## src/rtl/drinks_pkg.sv

```systemverilog
// rtl/drinks_pkg.sv - shared types and constants for the change dispenser
package drinks_pkg;

  typedef enum logic [2:0] {
    IDLE,
    SELECT,
    EJECT,
    WAIT_ACK,
    DONE,
    FAULT
  } state_t;

  // Coin select codes double as the refill_sel encoding
  typedef enum logic [1:0] {
    SEL_1    = 2'b00,
    SEL_2    = 2'b01,
    SEL_4    = 2'b10,
    SEL_NONE = 2'b11
  } coin_sel_t;

  localparam logic [3:0] DENOM_1 = 4'd1;
  localparam logic [3:0] DENOM_2 = 4'd2;
  localparam logic [3:0] DENOM_4 = 4'd4;

  function automatic logic [3:0] denom_of(coin_sel_t sel);
    case (sel)
      SEL_1:   return DENOM_1;
      SEL_2:   return DENOM_2;
      SEL_4:   return DENOM_4;
      default: return 4'd0;
    endcase
  endfunction

endpackage

```

## src/rtl/change_dispenser_ctrl_if.sv

```systemverilog
// rtl/change_dispenser_ctrl_if.sv - request, hopper, refill and status bundle
interface change_dispenser_ctrl_if;
  logic       req_valid;
  logic [3:0] req_amount;
  logic       req_ready;
  logic       eject_1;
  logic       eject_2;
  logic       eject_4;
  logic       hopper_ack;
  logic       refill_valid;
  logic [1:0] refill_sel;
  logic [3:0] refill_count;
  logic [3:0] cnt_1;
  logic [3:0] cnt_2;
  logic [3:0] cnt_4;
  logic       busy;
  logic       done;
  logic       err;
  logic [3:0] shortfall;

  modport master (
    output req_valid, req_amount, hopper_ack, refill_valid, refill_sel, refill_count,
    input  req_ready, eject_1, eject_2, eject_4, cnt_1, cnt_2, cnt_4, busy, done, err, shortfall
  );

  modport slave (
    input  req_valid, req_amount, hopper_ack, refill_valid, refill_sel, refill_count,
    output req_ready, eject_1, eject_2, eject_4, cnt_1, cnt_2, cnt_4, busy, done, err, shortfall
  );
endinterface

```

## src/rtl/coin_inventory.sv

```systemverilog
// rtl/coin_inventory.sv - three saturating coin counters with refill and decrement
module coin_inventory
  import drinks_pkg::*;
#(
  parameter int INIT_COUNT = 4
) (
  input  logic       CLK,
  input  logic       reset_n,
  input  logic       refill_valid,
  input  logic [1:0] refill_sel,
  input  logic [3:0] refill_count,
  input  logic       dec_valid,
  input  coin_sel_t  dec_sel,
  output logic [3:0] cnt_1,
  output logic [3:0] cnt_2,
  output logic [3:0] cnt_4
);

  localparam logic [3:0] INIT_VAL = 4'(INIT_COUNT);

  // 5-bit sum so a simultaneous decrement and refill saturate correctly
  function automatic logic [3:0] next_count(logic [3:0] cnt, logic dec, logic [3:0] add);
    logic [4:0] sum;
    sum = {1'b0, cnt} + {1'b0, add} - {4'd0, dec && (cnt != 4'd0)};
    return (sum > 5'd15) ? 4'd15 : sum[3:0];
  endfunction

  logic [3:0] add_1, add_2, add_4;

  always_comb begin
    add_1 = (refill_valid && refill_sel == SEL_1) ? refill_count : 4'd0;
    add_2 = (refill_valid && refill_sel == SEL_2) ? refill_count : 4'd0;
    add_4 = (refill_valid && refill_sel == SEL_4) ? refill_count : 4'd0;
  end

  always_ff @(posedge CLK or negedge reset_n) begin
    if (!reset_n) begin
      cnt_1 <= INIT_VAL;
      cnt_2 <= INIT_VAL;
      cnt_4 <= INIT_VAL;
    end else begin
      cnt_1 <= next_count(cnt_1, dec_valid && dec_sel == SEL_1, add_1);
      cnt_2 <= next_count(cnt_2, dec_valid && dec_sel == SEL_2, add_2);
      cnt_4 <= next_count(cnt_4, dec_valid && dec_sel == SEL_4, add_4);
    end
  end

endmodule

```

## src/rtl/change_dispenser_ctrl.sv

```systemverilog
// rtl/change_dispenser_ctrl.sv - greedy change dispenser FSM with hopper handshake
module change_dispenser_ctrl
  import drinks_pkg::*;
#(
  parameter int ACK_TIMEOUT = 15,
  parameter int INIT_COUNT  = 4
) (
  input logic                   CLK,
  input logic                   reset_n,
  change_dispenser_ctrl_if.slave bus
);

  localparam int TW = $clog2(ACK_TIMEOUT + 1);
  localparam logic [TW-1:0] TMO_LAST = TW'(ACK_TIMEOUT - 1);

  state_t     state_q, state_d;
  coin_sel_t  sel_q, sel_d;
  logic [3:0] remaining_q, remaining_d;
  logic [3:0] shortfall_q, shortfall_d;
  logic [TW-1:0] tmo_q, tmo_d;
  logic       ack_take;
  logic [3:0] cnt_1, cnt_2, cnt_4;

  coin_inventory #(.INIT_COUNT(INIT_COUNT)) u_inventory (
    .CLK          (CLK),
    .reset_n      (reset_n),
    .refill_valid (bus.refill_valid),
    .refill_sel   (bus.refill_sel),
    .refill_count (bus.refill_count),
    .dec_valid    (ack_take),
    .dec_sel      (sel_q),
    .cnt_1        (cnt_1),
    .cnt_2        (cnt_2),
    .cnt_4        (cnt_4)
  );

  always_ff @(posedge CLK or negedge reset_n) begin
    if (!reset_n) begin
      state_q     <= IDLE;
      sel_q       <= SEL_NONE;
      remaining_q <= 4'd0;
      shortfall_q <= 4'd0;
      tmo_q       <= '0;
    end else begin
      state_q     <= state_d;
      sel_q       <= sel_d;
      remaining_q <= remaining_d;
      shortfall_q <= shortfall_d;
      tmo_q       <= tmo_d;
    end
  end

  always_comb begin
    state_d     = state_q;
    sel_d       = sel_q;
    remaining_d = remaining_q;
    shortfall_d = shortfall_q;
    tmo_d       = tmo_q;
    ack_take    = 1'b0;
    case (state_q)
      IDLE: begin
        if (bus.req_valid) begin
          remaining_d = bus.req_amount;
          state_d     = SELECT;
        end
      end
      SELECT: begin
        if (remaining_q == 4'd0) begin
          state_d = DONE;
        end else if (remaining_q >= DENOM_4 && cnt_4 != 4'd0) begin
          sel_d   = SEL_4;
          state_d = EJECT;
        end else if (remaining_q >= DENOM_2 && cnt_2 != 4'd0) begin
          sel_d   = SEL_2;
          state_d = EJECT;
        end else if (cnt_1 != 4'd0) begin
          sel_d   = SEL_1;
          state_d = EJECT;
        end else begin
          state_d = FAULT;
        end
      end
      EJECT: begin
        tmo_d   = '0;
        state_d = WAIT_ACK;
      end
      WAIT_ACK: begin
        // An ack in the last allowed cycle takes priority over the timeout
        if (bus.hopper_ack) begin
          ack_take    = 1'b1;
          remaining_d = remaining_q - denom_of(sel_q);
          tmo_d       = '0;
          state_d     = SELECT;
        end else if (tmo_q == TMO_LAST) begin
          tmo_d   = '0;
          state_d = FAULT;
        end else begin
          tmo_d = tmo_q + TW'(1);
        end
      end
      DONE: begin
        shortfall_d = 4'd0;
        state_d     = IDLE;
      end
      FAULT: begin
        shortfall_d = remaining_q;
        state_d     = IDLE;
      end
      default: state_d = IDLE;
    endcase
  end

  assign bus.req_ready = (state_q == IDLE);
  assign bus.busy      = (state_q != IDLE);
  assign bus.done      = (state_q == DONE) || (state_q == FAULT);
  assign bus.err       = (state_q == FAULT);
  assign bus.eject_1   = (state_q == EJECT) && (sel_q == SEL_1);
  assign bus.eject_2   = (state_q == EJECT) && (sel_q == SEL_2);
  assign bus.eject_4   = (state_q == EJECT) && (sel_q == SEL_4);
  assign bus.cnt_1     = cnt_1;
  assign bus.cnt_2     = cnt_2;
  assign bus.cnt_4     = cnt_4;
  assign bus.shortfall = shortfall_q;

endmodule

```

## src/flat_wrapper.sv

```systemverilog
// flat-port wrapper written by rule: the top's interface ports become plain ports
module change_dispenser_ctrl_flat import drinks_pkg::*;
#(
  parameter int ACK_TIMEOUT = 15,
  parameter int INIT_COUNT  = 4
)
  (CLK, reset_n, bus_req_valid, bus_req_amount, bus_hopper_ack, bus_refill_valid, bus_refill_sel, bus_refill_count, bus_req_ready, bus_eject_1, bus_eject_2, bus_eject_4, bus_cnt_1, bus_cnt_2, bus_cnt_4, bus_busy, bus_done, bus_err, bus_shortfall);
  change_dispenser_ctrl_if bus_i ();
  input logic CLK;
  input logic reset_n;
  input wire logic [$bits(bus_i.req_valid)-1:0] bus_req_valid;
  input wire logic [$bits(bus_i.req_amount)-1:0] bus_req_amount;
  input wire logic [$bits(bus_i.hopper_ack)-1:0] bus_hopper_ack;
  input wire logic [$bits(bus_i.refill_valid)-1:0] bus_refill_valid;
  input wire logic [$bits(bus_i.refill_sel)-1:0] bus_refill_sel;
  input wire logic [$bits(bus_i.refill_count)-1:0] bus_refill_count;
  output wire logic [$bits(bus_i.req_ready)-1:0] bus_req_ready;
  output wire logic [$bits(bus_i.eject_1)-1:0] bus_eject_1;
  output wire logic [$bits(bus_i.eject_2)-1:0] bus_eject_2;
  output wire logic [$bits(bus_i.eject_4)-1:0] bus_eject_4;
  output wire logic [$bits(bus_i.cnt_1)-1:0] bus_cnt_1;
  output wire logic [$bits(bus_i.cnt_2)-1:0] bus_cnt_2;
  output wire logic [$bits(bus_i.cnt_4)-1:0] bus_cnt_4;
  output wire logic [$bits(bus_i.busy)-1:0] bus_busy;
  output wire logic [$bits(bus_i.done)-1:0] bus_done;
  output wire logic [$bits(bus_i.err)-1:0] bus_err;
  output wire logic [$bits(bus_i.shortfall)-1:0] bus_shortfall;
  assign bus_i.req_valid = bus_req_valid;
  assign bus_i.req_amount = bus_req_amount;
  assign bus_i.hopper_ack = bus_hopper_ack;
  assign bus_i.refill_valid = bus_refill_valid;
  assign bus_i.refill_sel = bus_refill_sel;
  assign bus_i.refill_count = bus_refill_count;
  assign bus_req_ready = bus_i.req_ready;
  assign bus_eject_1 = bus_i.eject_1;
  assign bus_eject_2 = bus_i.eject_2;
  assign bus_eject_4 = bus_i.eject_4;
  assign bus_cnt_1 = bus_i.cnt_1;
  assign bus_cnt_2 = bus_i.cnt_2;
  assign bus_cnt_4 = bus_i.cnt_4;
  assign bus_busy = bus_i.busy;
  assign bus_done = bus_i.done;
  assign bus_err = bus_i.err;
  assign bus_shortfall = bus_i.shortfall;
  change_dispenser_ctrl #(.ACK_TIMEOUT(ACK_TIMEOUT), .INIT_COUNT(INIT_COUNT)) u_core (.CLK(CLK), .reset_n(reset_n), .bus(bus_i));
endmodule
```

## config.mk

```make
export PLATFORM = sky130hd
export DESIGN_NAME = change_dispenser_ctrl_flat
export DESIGN_NICKNAME = d
export VERILOG_FILES = /design/src/rtl/drinks_pkg.sv /design/src/rtl/change_dispenser_ctrl_if.sv /design/src/rtl/coin_inventory.sv /design/src/rtl/change_dispenser_ctrl.sv /design/src/flat_wrapper.sv
export SDC_FILE = /design/constraint.sdc
export NUM_CORES = 1
export LEC_CHECK = 0
export CAP_MARGIN = 20
export CELL_PAD_IN_SITES_DETAIL_PLACEMENT = 1
export CELL_PAD_IN_SITES_GLOBAL_PLACEMENT = 1
export CORE_MARGIN = 2
export CORE_UTILIZATION = 40
export CTS_CLUSTER_SIZE = 30
export DETAILED_ROUTE_END_ITERATION = 10
export HOLD_SLACK_MARGIN = 0.1
export PLACE_DENSITY = 0.85
export SLEW_MARGIN = 20
export SYNTH_ARGS = -nofsm -noshare
export SYNTH_HDL_FRONTEND = slang
export SYNTH_SLANG_ARGS = --single-unit
export TNS_END_PERCENT = 5
```

## constraint.sdc

```tcl
create_clock -name CLK -period 3.7 [get_ports CLK]
set_input_delay 0.74 -clock CLK [delete_from_list [all_inputs] [get_ports CLK]]
set_output_delay 0.74 -clock CLK [all_outputs]
set_load 0.02 [all_outputs]
```

==> impl_metrics.env, run 1 <==
export IMPL_grt_pass1_wl_mm=8.901
export IMPL_cts_resized=0
export IMPL_slowest_delay_ns=0.58
export IMPL_max_clock_freq_mhz=314.6
export IMPL_root_buffer="clkbuf_8"
export IMPL_synth_flop_cell="dfrtp_1"
export IMPL_pin_count=38
export IMPL_syn_area_um2=2177
export IMPL_synthToLayoutAreaGrowth_pct=24.77
export IMPL_row_count=26
export IMPL_cp_required_ns=3.85
export IMPL_grt_ovfl_total=0
export IMPL_fp_dieW_um=77.78
export IMPL_slowest_stage="clkdlybuf4s50_1"
export IMPL_utilization_pct=52.52
export IMPL_yosys_register_bits=29
export IMPL_num_vias=1808
export IMPL_portBuffers=37
export IMPL_cts_buffers=5
export IMPL_ys_seq_area_share_pct=33.62
export IMPL_dr_wl_met3_um=198
export IMPL_maxUsedRoutingLayer="met4"
export IMPL_dieArea_um2=6049
export IMPL_die_h_um=77.78
export IMPL_final_nets=331
export IMPL_start_kind="primary input"
export IMPL_async_flop_share_pct=100.0
export IMPL_ant_nets=0
export IMPL_ff2ff_path_depth=11
export IMPL_tritoncts="done"
export IMPL_cap_viol_max_count=0
export IMPL_first_pass_iters=4
export IMPL_post_route_period_util_pct=85.92
export IMPL_power_density_nw_per_um2=799.3
export IMPL_drive_above_1_share_pct=7.746
export IMPL_start_util_pct=42.09
export IMPL_htree_levels=2
export IMPL_wl_met1_mm=2.172
export IMPL_setup_viol=0
export IMPL_gp_congestion=0.7878
export IMPL_leakage_nw=1.328
export IMPL_whs_endpoint="u_core.bus.shortfall[0]"
export IMPL_ctsHoldBuffers=0
export IMPL_diodes=0
export IMPL_clkSlewWorstSetupHoldPaths_ns=0.06
export IMPL_drv_slew=0
export IMPL_postCtsSetupRepairBufs=0
export IMPL_synth_fp_nets=288
export IMPL_rsz0062_at_grt="false"
export IMPL_hold_class="register to register"
export IMPL_relSlewSlack_pct=68.37
export IMPL_cp_max_fo=4
export IMPL_clk_latency_ns=0.28
export IMPL_wl_per_cell_um=14.25
export IMPL_wl_met2_mm=2.615
export IMPL_irDropWorstVdd_mv=0.3229
export IMPL_status="complete, no violations"
export IMPL_viasPerCell=5.107
export IMPL_tightestPinTransition_ns=0.4706
export IMPL_cp_arrival_ns=3.33
export IMPL_wirelength_mm=5.044
export IMPL_synth_edff_count=0
export IMPL_drt_initial_drc_count=64
export IMPL_clock_sinks=29
export IMPL_dp_hpwl_mm=4.099
export IMPL_rr_startpoint="u_core.state_q[2]"
export IMPL_drc_errors=0
export IMPL_crit_chain="clkdlybuf4s50_1 > nand2_1 > nor4_1 > ha_1 > inv_1 > ha_1 > fa_1 > a21o_1 > a21oi_1 > xor2_1 > nand2_1"
export IMPL_yosysWarningCount=0
export IMPL_whs_path_depth=2
export IMPL_grt_pass1_vias=1902
export IMPL_finalCriticalPeriod_ns=3.179
export IMPL_fin_tns_setup_ns=0
export IMPL_hold_ws_ns=0.4756
export IMPL_timing_worst_setup_path_type="primary input to register"
export IMPL_hold_viol_final=0
export IMPL_synth_cells=240
export IMPL_grtUsageTotal_pct=18.74
export IMPL_antenna_found_initial=0
export IMPL_synth_cell_type_count=41
export IMPL_clock_path_buffers=2
export IMPL_core_area_um2=5172
export IMPL_min_from="u_core.bus.shortfall[0]"
export IMPL_avgSynthCellArea_um2=9.071
export IMPL_grt_max_degree=30
export IMPL_clock_skew_ns=0.006124
export IMPL_cp_end_kind="register"
export IMPL_worstReg2RegEnd="u_core.u_inventory.cnt_1[3]"
export IMPL_reg2reg_slack_ns=0.68
worst max path at each step:
stage / slack, ns / to / cells after the start / start
after floorplan: 0.88 / u_core.u_inventory.cnt_1[0] / 10 / bus_refill_sel[0]
after global placement: 0.25 / u_core.u_inventory.cnt_1[0] / 11 / bus_hopper_ack
after detailed placement: 0.21 / u_core.u_inventory.cnt_1[3] / 11 / bus_hopper_ack
after CTS: 0.52 / u_core.u_inventory.cnt_1[3] / 11 / bus_hopper_ack
after global routing: 0.21 / u_core.u_inventory.cnt_1[0] / 11 / bus_hopper_ack
final: 0.52 / u_core.u_inventory.cnt_1[3] / 11 / bus_hopper_ack
synthesized netlist by cell type (2+ instances only):
cell type  number  area [um2]
o21ai_0        13       65.06
dfstp_2         5       131.4
xnor2_1         3       26.28
ha_1           29       362.9
inv_1          36       135.1
o22a_1          2       17.52
o31ai_1         4       30.03
dfrtp_1        24       600.6
nand2b_1       11       68.82
nand2_1        35       131.4
fa_1            4       80.08
nor3b_1         2       15.01
a211oi_1        2       15.01
buf_2           2       10.01
nor4_1          2       12.51
nor4_4          2       42.54
and3b_1         2       17.52
xor2_1          7       61.31
nor3_1          4       20.02
a21o_1          7       52.55
a21oi_1        13       65.06
a31oi_1         2       12.51
nor2_1         11       41.29
power by group:
group,leakage (nW),internal (W),switching (W),total [W]
sequential,0.330,0.000468,0.000170,0.000638
combinational,0.959,0.000581,0.000702,0.00128
clock,0.0395,0.000133,0.000117,0.000250
cells in the final DEF, fill, tap and decap left out, drive strengths merged, types with 2 or more instances in the layout:
cell | Yosys | routed
a211oi | 2 | 2
a21o | 7 | 7
a21oi | 14 | 14
a31oi | 2 | 2
and3 | 2 | 2
and3b | 2 | 2
buf | 2 | 2
clkbuf | 1 | 8
clkdlybuf4s50 | 0 | 37
dfrtp | 24 | 24
dfstp | 5 | 5
fa | 4 | 4
ha | 29 | 29
inv | 36 | 36
nand2 | 35 | 35
nand2b | 11 | 11
nor2 | 11 | 11
nor3 | 5 | 5
nor3b | 2 | 2
nor4 | 5 | 5
o21ai | 13 | 13
o22a | 3 | 3
o31ai | 4 | 4
or3 | 2 | 2
xnor2 | 3 | 3
xor2 | 7 | 7
logic make-up (layout without fill, tap and decap cells):
| group | Yosys count | count (layout) | share of synthesized area (%) |
|---|---|---|---|
| xor+xnor | 10 | 10 | 4.023 |
| compound gates | 49 | 49 | 14.94 |
| buf+inv | 40 | 84 | 7.069 |
| fa+ha+maj | 33 | 33 | 20.35 |
| mux | 1 | 1 | 0.4598 |
| flops | 29 | 29 | 33.62 |
| simple gates | 78 | 78 | 19.54 |
critical path, delay by kind of cell:
family / cells / cell delay [ns]
XOR/XNOR: 1 / 0.32
buffers and inverters: 2 / 0.62
AO/OA/AOI/OAI: 2 / 0.36
AND/OR/NAND/NOR: 3 / 0.50
adder cells (fa/ha/maj): 3 / 0.78
flip-flops by register name, indices dropped and copies added, names as in the netlist:
| name | count |
|---|---|
| u_core.sel_q | 2 |
| u_core.u_inventory.cnt_2 | 4 |
| u_core.state_q | 3 |
| u_core.u_inventory.cnt_4 | 4 |
| u_core.u_inventory.cnt_1 | 4 |
| u_core.tmo_q | 4 |
| u_core.remaining_q | 4 |
| u_core.bus.shortfall | 4 |
final cells by class:
type	count	area [um2]
fillers	595	2456
repair buffers	39	385.4
well taps	70	87.58
flip-flops and latches	29	732.0
inverters	37	140.1
multi-input cells	171	1291
clock buffers	8	80.08
metal layers:
metal / global-route usage, % / vias up
li1: - / 893
met1: 21.62 / 876
met2: 33.88 / 34
met3: 4.535 / 5
met4: 5.893 / 0
met5: 0 / -
metrics by stage:
stage	setup slack (ns)	instances	total power, W	area (um2)
after floorplan	0.8751	240	0.001511	2177
after global placement	0.2452	346	0.001877	2636
after detailed placement	0.2063	346	0.001946	2636
after CTS	0.5175	354	0.002208	2716
after global routing	0.2095	354	0.002406	2716
final	0.5209	354	0.002171	2716
Power figures use the tool's default switching activity.
==> run 2, diff against run 1 <==
--- a/config.mk
+++ b/config.mk
@@ -8,6 +8,7 @@
 export CAP_MARGIN = 20
 export CELL_PAD_IN_SITES_DETAIL_PLACEMENT = 1
 export CELL_PAD_IN_SITES_GLOBAL_PLACEMENT = 1
+export CORE_ASPECT_RATIO = 0.6
 export CORE_MARGIN = 2
 export CORE_UTILIZATION = 40
 export CTS_CLUSTER_SIZE = 30
==> constraint.sdc (replaced) <==
create_clock -name CLK -period 3 [get_ports CLK]
set_input_delay 0.6 -clock CLK [delete_from_list [all_inputs] [get_ports CLK]]
set_output_delay 0.6 -clock CLK [all_outputs]
set_load 0.02 [all_outputs]
==> run 2 against run 1 <==
  * Power increased by 41%
  * Worst hold slack better by 0.0029 ns
  * First-iteration DRC count down 17%
  * Largest cell class unchanged
  * Sequential power rose by 20%
  * Largest power group unchanged
  * Worst setup slack got worse by 0.40 ns
  * Design area grew 8.3%
==> impl_metrics.env, run 2 (synthesis results as in run 1) <==
export IMPL_utilization_pct=57.06
export IMPL_cp_required_ns=3.17
export IMPL_antenna_found_initial=0
export IMPL_tightestPinTransition_ns=0.4663
export IMPL_reg2reg_slack_ns=0.23
export IMPL_timing_worst_setup_path_type="primary input to register"
export IMPL_viasPerCell=5.097
export IMPL_hold_viol_final=0
export IMPL_num_vias=1896
export IMPL_grt_max_degree=30
export IMPL_gp_congestion=0.8306
export IMPL_leakage_nw=1.456
export IMPL_clock_skew_ns=0.007545
export IMPL_place_ws_ns=-0.4438
export IMPL_clock_sinks=29
export IMPL_whs_path_depth=2
export IMPL_cts_buffers=5
export IMPL_drt_initial_drc_count=53
export IMPL_min_from="u_core.bus.shortfall[2]"
export IMPL_fin_ws_ns=0.1251
export IMPL_worstReg2RegEnd="u_core.u_inventory.cnt_4[0]"
export IMPL_start_kind="primary input"
export IMPL_grt_pass1_vias=2004
export IMPL_whs_endpoint="u_core.bus.shortfall[2]"
export IMPL_max_clock_freq_mhz=347.8
export IMPL_relSlewSlack_pct=68.59
export IMPL_irDropWorstVdd_mv=0.4652
export IMPL_setup_viol=0
export IMPL_first_pass_iters=6
export IMPL_status="complete, no violations"
export IMPL_cp_max_fo=4
export IMPL_dieArea_um2=6068
export IMPL_cp_arrival_ns=3.05
export IMPL_final_nets=353
export IMPL_clock_path_buffers=2
export IMPL_ff2ff_path_depth=11
export IMPL_portBuffers=37
export IMPL_htree_levels=2
export IMPL_root_buffer="clkbuf_8"
export IMPL_clk_latency_ns=0.29
export IMPL_cap_viol_max_count=0
export IMPL_rr_startpoint="u_core.u_inventory.cnt_4[1]"
export IMPL_hold_class="register to register"
export IMPL_pin_count=38
export IMPL_row_count=20
export IMPL_fp_dieW_um=99.24
export IMPL_diodes=0
export IMPL_ant_nets=0
export IMPL_grt_pass1_wl_mm=10.27
export IMPL_die_h_um=61.15
export IMPL_post_route_period_util_pct=95.83
export IMPL_cp_end_kind="register"
export IMPL_start_util_pct=42.23
export IMPL_grt_ovfl_total=0
export IMPL_wirelength_mm=6.348
export IMPL_power_density_nw_per_um2=1040
export IMPL_wl_per_cell_um=17.06
export IMPL_core_area_um2=5155
export IMPL_tritoncts="done"
export IMPL_finalCriticalPeriod_ns=2.875
export IMPL_drive_above_1_share_pct=18.63
export IMPL_grtUsageTotal_pct=22.50
export IMPL_dp_hpwl_mm=5.132
export IMPL_mostFrequentLayoutCell="clkdlybuf4s50_1"
export IMPL_clkSlewWorstSetupHoldPaths_ns=0.06
export IMPL_drc_errors=0
export IMPL_drv_slew=0
export IMPL_final_cell_mix="37 x clkdlybuf4s50_1, 36 x inv_1, 35 x nand2_1, 29 x ha_1"
export IMPL_synthToLayoutAreaGrowth_pct=35.11
export IMPL_rsz0062_at_grt="true"
## run 2: changes by cell type in the layout (fill, tap and decap cells not counted), sizes merged
cell    delta
buf       +22
clkbuf     -1
clkinv     +1
## run 2: stage by stage
step	hold slack (ns)	power [W]	setup TNS, ns	std cells	cell area, um2
6_report	0.4786	0.003058	0	372	2942
4_1_cts	0.4882	0.003015	0	372	2912
5_1_grt	0.5393	0.003313	-0.05180	372	2942
3_3_place_gp	0.4647	0.002477	-1.683	363	2789
2_1_floorplan	0.3044	0.001863	0	240	2177
3_5_place_dp	0.4736	0.002588	-3.582	363	2789
## run 2: cell type report
class | count | area, um2
Tap cell | 66 | 82.58
Clock buffer | 7 | 96.34
Inverter | 37 | 140.1
Multi-Input combinational cell | 171 | 1335
Sequential cell | 29 | 732.0
Fill cell | 601 | 2213
Timing Repair Buffer | 61 | 550.5
Clock inverter | 1 | 5.005
## run 2: per-layer routing
layer  vias to the layer above  global-route usage, %  routed length (um)
met4                         0                  5.871                  69
li1                        936                      -                   -
met2                        41                  37.74                2929
met1                       912                  31.06                3133
met5                         -                      0                   0
met3                         7                  3.746                 217
## run 2: worst max-delay path by stage
stage,to,cells past startpoint,slack (ns),start
after global routing,u_core.u_inventory.cnt_2[1],12,-0.03,bus_refill_sel[0]
after detailed placement,u_core.u_inventory.cnt_1[0],11,-0.44,bus_refill_valid
final,u_core.u_inventory.cnt_4[0],12,0.13,bus_refill_sel[1]
after CTS,u_core.u_inventory.cnt_4[0],12,0.04,bus_refill_sel[1]
after global placement,u_core.u_inventory.cnt_1[1],11,-0.22,bus_refill_valid
after floorplan,u_core.u_inventory.cnt_1[0],10,0.32,bus_refill_sel[0]
## run 2: report_power, final
part	internal (W)	leakage, nW	total (W)	switching (W)
sequential	0.000577	0.330	0.000767	0.000190
clock	0.000207	0.0542	0.000368	0.000161
combinational	0.000876	1.07	0.00192	0.00105
## run 2: critical path, stage by stage
cell and delay [ns]:
clkdlybuf4s50_1 0.51, and3b_2 0.22, nand2_1 0.07, ha_1 0.30
inv_1 0.05, ha_1 0.23, fa_2 0.37, a21o_1 0.18
a21oi_2 0.16, xor2_1 0.15, buf_4 0.15, nand2b_1 0.06
## run 2: repair_timing
action	CTS	global route
endpoints found under the setup margin	6	12
cloned	0	0
hold endpoints to repair	0	0
pin swaps	2	4
resized for setup	3	7
setup buffers	1	0
hold buffers	0	0
